## src/rtl/mult_pipe_hs_wrapper.sv

```systemverilog
// Pipelined WIDTHxWIDTH multiplier with valid/ready on both sides, bubble-collapsing slots.
// Optional performance counters (cnt_done, cnt_stall) when MULT_PIPE_PERF_CNT_EN is defined.
module mult_pipe_hs_wrapper #(
    parameter int WIDTH       = 16,
    parameter int SIGNED      = 1,
    parameter int PIPE_STAGES = 2,
    parameter int TAG_W       = 4
) (
    input  logic                 clk,
    input  logic                 rst,
    input  logic                 in_valid,
    output logic                 in_ready,
    input  logic [WIDTH-1:0]     in_a,
    input  logic [WIDTH-1:0]     in_b,
    input  logic [TAG_W-1:0]     in_tag,
    output logic                 out_valid,
    input  logic                 out_ready,
    output logic [2*WIDTH-1:0]   out_product,
    output logic [TAG_W-1:0]     out_tag
`ifdef MULT_PIPE_PERF_CNT_EN
    ,
    output logic [31:0]          cnt_done,
    output logic [31:0]          cnt_stall
`endif
);

    localparam int N  = PIPE_STAGES + 2;
    localparam int PW = 2 * WIDTH;

    // vld_q[0] is S0, vld_q[N-1] is SO; load[k] means slot k takes slot k-1 this cycle.
    logic [N-1:0]       vld_q;
    logic [N-1:0]       load;
    logic [WIDTH-1:0]   a_q, b_q;
    logic [TAG_W-1:0]   tag0_q;
    logic [PW-1:0]      a_ext, b_ext, mul_res;
    logic [PW-1:0]      so_src_prod;
    logic [TAG_W-1:0]   so_src_tag;
    logic [PW-1:0]      so_prod;
    logic [TAG_W-1:0]   so_tag;
    logic               in_fire;

    // NOTE: every signal written in always_comb gets a default before any conditional
    // logic, otherwise synthesis infers a latch to hold the unassigned case.
    always_comb begin
        load = '0;
        load[N-1] = !vld_q[N-1] || out_ready;
        for (int k = N - 2; k >= 0; k--) begin
            load[k] = !vld_q[k] || load[k+1];
        end
    end

    assign in_ready = load[0] && !rst;
    assign in_fire  = in_valid && in_ready;

    always_comb begin
        a_ext   = (SIGNED != 0) ? {{WIDTH{a_q[WIDTH-1]}}, a_q} : {{WIDTH{1'b0}}, a_q};
        b_ext   = (SIGNED != 0) ? {{WIDTH{b_q[WIDTH-1]}}, b_q} : {{WIDTH{1'b0}}, b_q};
        mul_res = a_ext * b_ext;
    end

    // NOTE: sequential state uses non-blocking (<=) so every register samples the
    // pre-edge values; blocking here would let one slot see its neighbour's new value.
    always_ff @(posedge clk) begin
        if (rst) begin
            vld_q <= '0;
        end else begin
            if (load[0]) vld_q[0] <= in_fire;
            for (int k = 1; k < N; k++) begin
                if (load[k]) vld_q[k] <= vld_q[k-1];
            end
        end
    end

    // NOTE: pure data registers behind a valid bit need no reset; only the valid
    // bits and the visible output register are reset, keeping the datapath cheap.
    always_ff @(posedge clk) begin
        if (in_fire) begin
            a_q    <= in_a;
            b_q    <= in_b;
            tag0_q <= in_tag;
        end
    end

    generate
        if (PIPE_STAGES > 0) begin : g_rt
            logic [PW-1:0]    rt_prod [PIPE_STAGES];
            logic [TAG_W-1:0] rt_tag  [PIPE_STAGES];

            always_ff @(posedge clk) begin
                if (load[1] && vld_q[0]) begin
                    rt_prod[0] <= mul_res;
                    rt_tag[0]  <= tag0_q;
                end
                for (int k = 1; k < PIPE_STAGES; k++) begin
                    if (load[k+1] && vld_q[k]) begin
                        rt_prod[k] <= rt_prod[k-1];
                        rt_tag[k]  <= rt_tag[k-1];
                    end
                end
            end

            assign so_src_prod = rt_prod[PIPE_STAGES-1];
            assign so_src_tag  = rt_tag[PIPE_STAGES-1];
        end else begin : g_nort
            assign so_src_prod = mul_res;
            assign so_src_tag  = tag0_q;
        end
    endgenerate

    always_ff @(posedge clk) begin
        if (rst) begin
            so_prod <= '0;
            so_tag  <= '0;
        end else if (load[N-1] && vld_q[N-2]) begin
            so_prod <= so_src_prod;
            so_tag  <= so_src_tag;
        end
    end

    assign out_valid   = vld_q[N-1];
    assign out_product = so_prod;
    assign out_tag     = so_tag;

`ifdef MULT_PIPE_PERF_CNT_EN
    always_ff @(posedge clk) begin
        if (rst) begin
            cnt_done  <= '0;
            cnt_stall <= '0;
        end else begin
            if (out_valid && out_ready)  cnt_done  <= cnt_done + 32'd1;
            if (out_valid && !out_ready) cnt_stall <= cnt_stall + 32'd1;
        end
    end
`else
    // Counters absent: the datapath above is the whole design.
`endif

endmodule
```

## config.mk

```make
export PLATFORM = sky130hd
export DESIGN_NAME = mult_pipe_hs_wrapper
export DESIGN_NICKNAME = d
export VERILOG_FILES = /design/src/rtl/mult_pipe_hs_wrapper.sv
export SDC_FILE = /design/constraint.sdc
export NUM_CORES = 1
export LEC_CHECK = 0
export ABC_AREA = 1
export CAP_MARGIN = 20
export CELL_PAD_IN_SITES_DETAIL_PLACEMENT = 1
export CELL_PAD_IN_SITES_GLOBAL_PLACEMENT = 1
export CORE_ASPECT_RATIO = 0.6
export CORE_MARGIN = 4
export CORE_UTILIZATION = 48
export CTS_CLUSTER_SIZE = 16
export DETAILED_ROUTE_END_ITERATION = 12
export PLACE_DENSITY_LB_ADDON = 0.08
export SKIP_LAST_GASP = 1
export SYNTH_ARGS = -nofsm -noshare
export SYNTH_HDL_FRONTEND = slang
export SYNTH_SLANG_ARGS = --single-unit
```

## constraint.sdc

```tcl
create_clock -name clk -period 6.7 [get_ports clk]
set_input_delay 1.34 -clock clk [delete_from_list [all_inputs] [get_ports clk]]
set_output_delay 1.34 -clock clk [all_outputs]
set_load 0.02 [all_outputs]
```

# After elaboration in Yosys (flattened, before gate mapping)
# Memories as Yosys holds them, arrays and structs flattened. A register that Yosys moved wholly into a read port is not among the register bits.
# Index checks and enable logic that the tools add are counted.
[op_classes] mul=1 n_mux=4 n_reduce_logical=14
[op_table] op="$mul 16x16->32" count=1
[op_table] op="$logic_and 1x1->1" count=5
[op_table] op="$logic_not 1->1" count=5
[op_table] op="$logic_or 1x1->1" count=4
[op_table] op="$mux 1" count=4
[totals] reg_bits=40 ram_bits=72 in_bits=40 output_inout_bits=38 wordCells=28 memories=2
[mem_list] memory="g_rt.rt_prod" depth=2 width=32 read_ports=2 rd_clocked_by_memory_dff=1 wr=2 line_no="86" text="logic [PW-1:0] rt_prod [PIPE_STAGES];"
[mem_list] memory="g_rt.rt_tag" depth=2 width=4 read_ports=2 rd_clocked_by_memory_dff=1 wr=2 line_no="87" text="logic [TAG_W-1:0] rt_tag [PIPE_STAGES];"

# Depth between registers and ports, before layout
# Gate-level depths: netlist of run 1.
[depth] ltp_word=7 mapped_depth=26

# Least setup slack after synthesis of run 1
# OpenSTA, ideal clock, no wires.
[synth_path] path_kind="register -> register" start="reg a_q[15]" end="mem g_rt.rt_prod[0][31] (netlist bit) (data pin)" setup_time_ns=0.253 t_arrival_ns=5.337 required_time_ns=6.447 slack_ns=1.110 path_stages_with_launch=22 path_buffers=1 synth_period_minus_slack_ns=5.590 cell_sequence="edfxtp_1 -> clkbuf_1 -> nand2_1 -> inv_1 -> fa_1 -> fa_1 -> inv_1 -> fa_1 -> fa_1 -> fa_1 -> fa_1 -> inv_1 -> ha_1 -> nand2_1 -> nor2_1 -> nand3_1 -> nor3_1 -> nand2_1 -> inv_1 -> nor2_1 -> nand2_1 -> nand2_1"
[synth_rtl] item="start: declaration" line_no="33" text="logic [WIDTH-1:0] a_q, b_q;"
[synth_rtl] item="start signal: assignment" line_no="78" text="a_q <= in_a;"
[synth_rtl] item="end: declaration" line_no="86"

==> results.md, run 1 <==
* Die area at 0.0351 mm^2
* DRT Pass-1 Iters at 5
* Met1 Usage GRT at 35.6%
* First-pass GRT wire length at 68200 um
* Worst Path Buf+Inv at 4
* RSZ-0062 raised after global routing: false
* Sequential element share of the synthesized area at 26.3%
* Synth top area share at 34.0%
* Largest net degree at the start of global routing at 43
* Post-Syn Instances at 1750
* WS Path Type: flop to flop
* CP top delay family: adder cells
* Final setup TNS at 0 ns
* Starting Density at 49.1%
* Antenna violations before repair at 0
* Final Skew at 0.0242 ns
* Skew-Pair Late Insertion Delay at 0.46 ns
* Die Ht at 147 um
* GRT Total Usage at 25.1%
* Met2 Track Usage GR at 41.6%
* Via density at 5.05
* Relative slew slack at 43.0%
* Status: finished, final reports clean
* Ys flop type: edfxtp_1
* CP Capture Type: flop
* Total of max-cap violations at 0
* Total global routing overflow at 0
* Final Net Count at 2181
* CP dominant cell by count: fa_1
* #FFs+latches synth at 148
* Placed Instance Area at 0.0166 mm^2
* Ant. Diodes at 0
* DR vias at 11200
* Min Clock Period, post-route at 6.36 ns
* Initial DRC Count at 761
* Async set or reset register ratio after synthesis at 0%
* Clk root buf: clkbuf_16
* GPL Wtd Cong at 0.937
* Drt total wl at 41600 um
* Worst Reg-to-Reg Cells at 18
* CTS sink cnt at 148
* Hold Crit Class: flop to flop
* Row count at 50
* Final setup fails at 0
* Total CTS buffers at 17
* Antenna Violating Nets Remaining at 0
* Count of cell types in the netlist at 28
* RR Endpoint: g_rt.rt_prod[0][23]$_DFFE_PP_
* CTS tree: built
* Worst-Margin Slew at 0.855 ns
* Leading post-synthesis cells by cell area: fa_1 (34%), edfxtp_1 (21%), inv_1 (12%)
* Final period utilization at 94.9%
* Post-synth top cells: inv_1 (486), nand2_1 (479), fa_1 (262), edfxtp_1 (108), ha_1 (82)
* Mapped cell area at 0.0154 mm^2
* CTS max path bufs at 2
* Critical Path, Cell by Cell: nand2_1, inv_1, fa_1, fa_1, fa_1, fa_1, fa_1, inv_1, fa_1, inv_1, ha_1, nand2_1, nor2_1, inv_1, nor2_1, nand4_1, nand3b_1, xor2_1
* Worst-path fanout max at 16
* Worst r2r src: b_q[2]$_DFFE_PP_
* # DRC at 0
* Yosys top cell by area: fa_1
* Layout cells sized above 1 at 3.76%
* Max-slew violations at 0
* Slowest CP cell: fa_1
* R2R Setup Slk at 0.34 ns
* Post-synth EDFFs at 108
* DR WL/cell at 18.7 um
* Worst path depth at 18
* Die W at 239 um
* Detailed Place HPWL at 33900 um
* WP data required at 6.88 ns
* Worst path max stage delay at 0.87 ns
* Worst setup startpoint: b_q[2]$_DFFE_PP_
* Most common cell in the netlist: inv_1
* Startpoint Class: flop
* Final Hold Viols at 0
* Clock transition at path regs at 0.09 ns
* Max Fclk at 157 MHz
* P&R area growth vs syn at 11.6%
* Final instance area at 0.0172 mm^2
* Core Footprint at 0.0314 mm^2
* Io pins at 78
* Synth warn at 0
* Crit path DAT at 6.54 ns
* Vias in the first global route at 12800
* Syn nets at 2134
* Critical Path Sink: g_rt.rt_prod[0][23]$_DFFE_PP_
* Met3 Track Usage GR at 4.39%
* IO buf count at 77
* Post-layout util at 54.7%
* GR peak layer: met2
* Post-Syn Area per Cell at 8.80 um^2
* H-tree levels at 4
[worst min path at each step]
stage	startpoint	end	slack [ns]	depth (start not counted)
2_1_floorplan	g_rt.rt_prod[0][0]$_DFFE_PP_	g_rt.rt_prod[1][0]$_DFFE_PP_	0.40	0
3_3_place_gp	g_rt.rt_tag[0][3]$_DFFE_PP_	g_rt.rt_tag[1][3]$_DFFE_PP_	0.40	0
3_5_place_dp	g_rt.rt_prod[0][14]$_DFFE_PP_	g_rt.rt_prod[1][14]$_DFFE_PP_	0.41	0
4_1_cts	g_rt.rt_prod[0][29]$_DFFE_PP_	g_rt.rt_prod[1][29]$_DFFE_PP_	0.42	0
5_1_grt	g_rt.rt_tag[0][0]$_DFFE_PP_	g_rt.rt_tag[1][0]$_DFFE_PP_	0.42	0
6_report	g_rt.rt_tag[0][0]$_DFFE_PP_	g_rt.rt_tag[1][0]$_DFFE_PP_	0.42	0
[placed cells by master, fill, tap and decap left out, types with 3 or more instances in the layout]
cell type,Yosys,final
xor2_1,17,17
buf_4,0,20
nand3b_1,4,4
nor3_1,8,7
nand3_1,38,38
clkdlybuf4s50_1,0,77
inv_6,0,4
nor2_1,48,48
nand4_1,10,10
or2_2,3,3
nor3_2,2,3
clkinv_4,0,4
o21bai_1,4,4
nand2_2,3,3
o21ai_0,9,9
inv_1,486,486
nand2_1,479,479
edfxtp_1,108,108
clkbuf_16,0,18
a21oi_1,65,65
ha_1,82,82
fa_1,262,262
nor2_2,3,3
dfxtp_1,40,40
[layer usage]
layer / part of all wire (%) / wire length [um]
met3: 5.3 / 2190
met2: 47 / 19600
met1: 46 / 19300
met4: 1.2 / 489
met5: 0 / 0
[logic make-up (layout without fill, tap and decap cells)]
family | Yosys count | in the layout | share of synthesized area (%)
adders and majority gates | 344 | 344 | 40.7
DFF | 148 | 148 | 26.3
and+or+nand+nor | 601 | 601 | 15.6
xor gates and xnor gates | 19 | 19 | 1.08
buffers and inverters | 558 | 618 | 13.6
AOI/OAI and AO/OA | 80 | 80 | 2.70
[per-stage QoR]
| step | worst slack (ns) | hold WS [ns] | instances |
|---|---|---|---|
| 2_1_floorplan | 1.11 | 0.400 | 1750 |
| 3_3_place_gp | 0.546 | 0.402 | 2192 |
| 3_5_place_dp | 0.456 | 0.406 | 2192 |
| 4_1_cts | 0.369 | 0.418 | 2224 |
| 5_1_grt | 0.00472 | 0.418 | 2226 |
| 6_report | 0.341 | 0.421 | 2226 |
[layout make-up]
cell class,instances,area (um^2)
clock buffer,18,450
clock inverter,14,141
fill,3683,14200
inverter,488,1830
multi-input combinational,1044,9260
sequential,148,4040
tap,416,520
timing repair buffer,98,941
[registers in the layout (all words and copies together) (netlist names)]
name,cells
a_q,16
b_q,16
g_rt.rt_prod,64
g_rt.rt_tag,8
out_product,32
out_tag,4
tag0_q,4
vld_q,4
[worst reg2reg max path, delay by kind of cell (launching register included)]
| family | cells | cell delay (ns) |
|---|---|---|
| xor gates and xnor gates | 1 | 0.09 |
| DFF | 1 | 0.76 |
| and+or+nand+nor | 6 | 1.10 |
| adders and majority gates | 7 | 3.81 |
| buffers and inverters | 4 | 0.34 |
[repair_timing]
| action | in CTS | in global routing |
|---|---|---|
| setup endpoints to repair | 0 | 1 |
| resized for setup | 0 | 0 |
| setup buffers | 0 | 2 |
| hold endpoints to repair | 0 | 0 |
| hold buffers | 0 | 0 |
Power of run 1 is not shown: default switching activity piles up to over one toggle a cycle in this logic, so the estimate is an artifact.
==> run 2, diff against run 1 <==
--- a/config.mk
+++ b/config.mk
@@ -14,6 +14,7 @@
 export CORE_UTILIZATION = 48
 export CTS_CLUSTER_SIZE = 16
 export DETAILED_ROUTE_END_ITERATION = 12
+export GPL_TIMING_DRIVEN = 0
 export PLACE_DENSITY_LB_ADDON = 0.08
 export SKIP_LAST_GASP = 1
 export SYNTH_ARGS = -nofsm -noshare
==> run 2 against run 1 <==
  * First-iteration DRC count up 6.8%
  * Worst hold slack lost 0.0081 ns
  * Global-route usage grew 2.2 points
  * Critical path depth increased by 1
  * Cell count increased by 1.9%
  * Final area increased by 1.1%
  * Critical endpoint is now g_rt.rt_prod[0][26]$_DFFE_PP_
  * Wire length grew 8.4%
  * Highest routed layer unchanged
  * Flip-flop and latch count is the same
  * Count of clock-buffer cells in the layout rose by 2
  * Die area unchanged
  * Via count is 3.8% higher
==> results.md, run 2 (synthesis gave the netlist of run 1 again) <==
* DR WL/cell at 19.9 um (+6.3%)
* Initial DRC Count at 813 (+6.8%)
* Clk root buf: clkbuf_16
* Drt total wl at 45100 um (+8.4%)
* H-tree levels at 4 (unchanged)
* Final Net Count at 2224 (+2.0%)
* Max Fclk at 154 MHz (-1.9%)
* Relative slew slack at 32.1% (-11 points)
* Final Skew at 0.0216 ns (-0.00266 ns)
* Worst setup margin at 0.214 ns (-0.126 ns)
* Via density at 5.14 (+1.8%)
* Met1 Usage GRT at 39.2% (+3.6 points)
* DP Worst Slack at 0.00597 ns (-0.450 ns)
* Vias in the first global route at 13000 (+1.8%)
* CTS sink cnt at 148 (unchanged)
* Final period utilization at 96.8% (+1.9 points)
* Largest net degree at the start of global routing at 22 (-49%)
* Antenna violations before repair at 0 (unchanged)
* Worst setup startpoint: a_q[14]$_DFFE_PP_
* Core Footprint at 0.0314 mm^2 (unchanged)
* WS Path Type: flop to flop
* Hold Crit Class: flop to flop
* Critical Path Sink: g_rt.rt_prod[0][26]$_DFFE_PP_
* RR Endpoint: g_rt.rt_prod[0][26]$_DFFE_PP_
* Skew-Pair Late Insertion Delay at 0.45 ns (about the same)
* Detailed Place HPWL at 37300 um (+10%)
* GR peak layer: met2
* Ant. Diodes at 0 (unchanged)
* Worst Reg-to-Reg Cells at 19 (+1)
* Min Clock Period, post-route at 6.49 ns (+0.126 ns)
* Status: finished, final reports clean
* Worst r2r src: a_q[14]$_DFFE_PP_
* Total CTS buffers at 17 (unchanged)
* Max-slew violations at 0 (unchanged)
* CTS tree: built
* Max FFs per register at 64 (unchanged)
* Die W at 239 um (unchanged)
* Antenna Violating Nets Remaining at 0 (unchanged)
* Crit path DAT at 6.67 ns (+0.13 ns)
* Worst-Margin Slew at 1.01 ns (+0.158 ns)
* Clock transition at path regs at 0.06 ns (-0.03 ns)
* Worst-path fanout max at 10 (-6)
* IO buf count at 76 (-1.3%)
* Die Ht at 147 um (unchanged)
* First-pass GRT wire length at 72500 um (+6.2%)
* CP Capture Type: flop
* Startpoint Class: flop
* Largest Register: g_rt.rt_prod
* WP data required at 6.88 ns (about the same)
* Layout cells sized above 1 at 4.53% (+0.78 points)
* Starting Density at 49.1% (unchanged)
* Die area at 0.0351 mm^2 (unchanged)
* Total global routing overflow at 0 (unchanged)
* Most common cell after layout, fill and taps aside: inv_1
* RSZ-0062 raised after global routing: true
* Most frequent cells in the layout: inv_1 (486), nand2_1 (479), fa_1 (261)
* GRT Total Usage at 27.3% (+2.2 points)
* Total of max-cap violations at 0 (unchanged)
* DR vias at 11700 (+3.8%)
* # DRC at 0 (unchanged)
* GPL Wtd Cong at 0.947 (+1.1%)
* Row count at 50 (unchanged)
* P&R area growth vs syn at 12.9%
* Io pins at 78 (unchanged)
* Final Hold Viols at 0 (unchanged)
* Final setup fails at 0 (unchanged)
* R2R Setup Slk at 0.21 ns (-0.13 ns)
* Met3 Track Usage GR at 7.47% (+3.1 points)
* Met2 Track Usage GR at 42.4% (+0.77 points)
* DRT Pass-1 Iters at 5 (unchanged)
* CTS max path bufs at 2 (unchanged)
-- run 2: cell count changes in the layout (fill, tap and decap cells not counted), sizes merged --
cell           change
inv                -4
buf                -7
clkbuf            +53
bufinv             +2
clkdlybuf4s50      -1
-- run 2: how the worst min path moves through the flow --
| stage | from | endpoint | slack (ns) | depth (start not counted) |
|---|---|---|---|---|
| floorplan | g_rt.rt_prod[0][0]$_DFFE_PP_ | g_rt.rt_prod[1][0]$_DFFE_PP_ | 0.40 | 0 |
| global placement | g_rt.rt_tag[0][3]$_DFFE_PP_ | g_rt.rt_tag[1][3]$_DFFE_PP_ | 0.40 | 0 |
| detailed placement | g_rt.rt_prod[0][14]$_DFFE_PP_ | g_rt.rt_prod[1][14]$_DFFE_PP_ | 0.41 | 0 |
| CTS | g_rt.rt_prod[0][14]$_DFFE_PP_ | g_rt.rt_prod[1][14]$_DFFE_PP_ | 0.42 | 0 |
| global route | g_rt.rt_prod[0][14]$_DFFE_PP_ | g_rt.rt_prod[1][14]$_DFFE_PP_ | 0.42 | 0 |
| finish | g_rt.rt_prod[0][14]$_DFFE_PP_ | g_rt.rt_prod[1][14]$_DFFE_PP_ | 0.41 | 0 |
-- run 2: worst max-delay path: stages, from the launching register on --
cell and delay, ns:
edfxtp_1 0.65, clkbuf_1 0.54, nand2_1 0.18, fa_1 0.54, fa_1 0.52, fa_1 0.52, inv_1 0.06, fa_1 0.49
fa_1 0.51, inv_1 0.06, fa_1 0.52, inv_1 0.06, ha_1 0.37, nand2_1 0.10, inv_1 0.08, nand2_1 0.13
nor3_1 0.37, nand3_1 0.26, nand4_1 0.16, nand2_1 0.09
-- run 2: cell type report --
cell class | instances | area (um^2)
multi-input cells | 1044 | 9270
repair buffers | 83 | 868
flip-flops and latches | 148 | 4040
plain buffers | 58 | 256
clock inverters | 12 | 154
inverters | 488 | 1830
well taps | 416 | 520
fillers | 3709 | 14000
clock buffers | 20 | 447
-- run 2: through the flow --
| step | hold slack (ns) | utilization, % | area, um^2 | setup TNS, ns | instances |
|---|---|---|---|---|---|
| floorplan | 0.400 | - | 15400 | 0 | 1750 |
| global placement | 0.401 | 53.1 | 16700 | -21.73 | 2242 |
| detailed placement | 0.406 | 53.4 | 16800 | 0 | 2247 |
| CTS | 0.415 | 55.4 | 17400 | 0 | 2279 |
| global route | 0.415 | 55.4 | 17400 | -0.00855 | 2269 |
| finish | 0.413 | 55.4 | 17400 | 0 | 2269 |
-- run 2: repair_timing --
item / CTS / global route
hold buffers: 0 / 0
gates cloned: 0 / 0
setup endpoints to repair: 1 / 18
setup buffers: 0 / 2
resized for setup: 2 / 49
-- run 2: per-layer routing --
metal | vias up | wire length [um]
li1 | 5261 | -
met1 | 5992 | 20300
met2 | 355 | 20200
met3 | 54 | 3880
met4 | 0 | 704
met5 | - | 0
Power of run 2 is left out for the same reason.
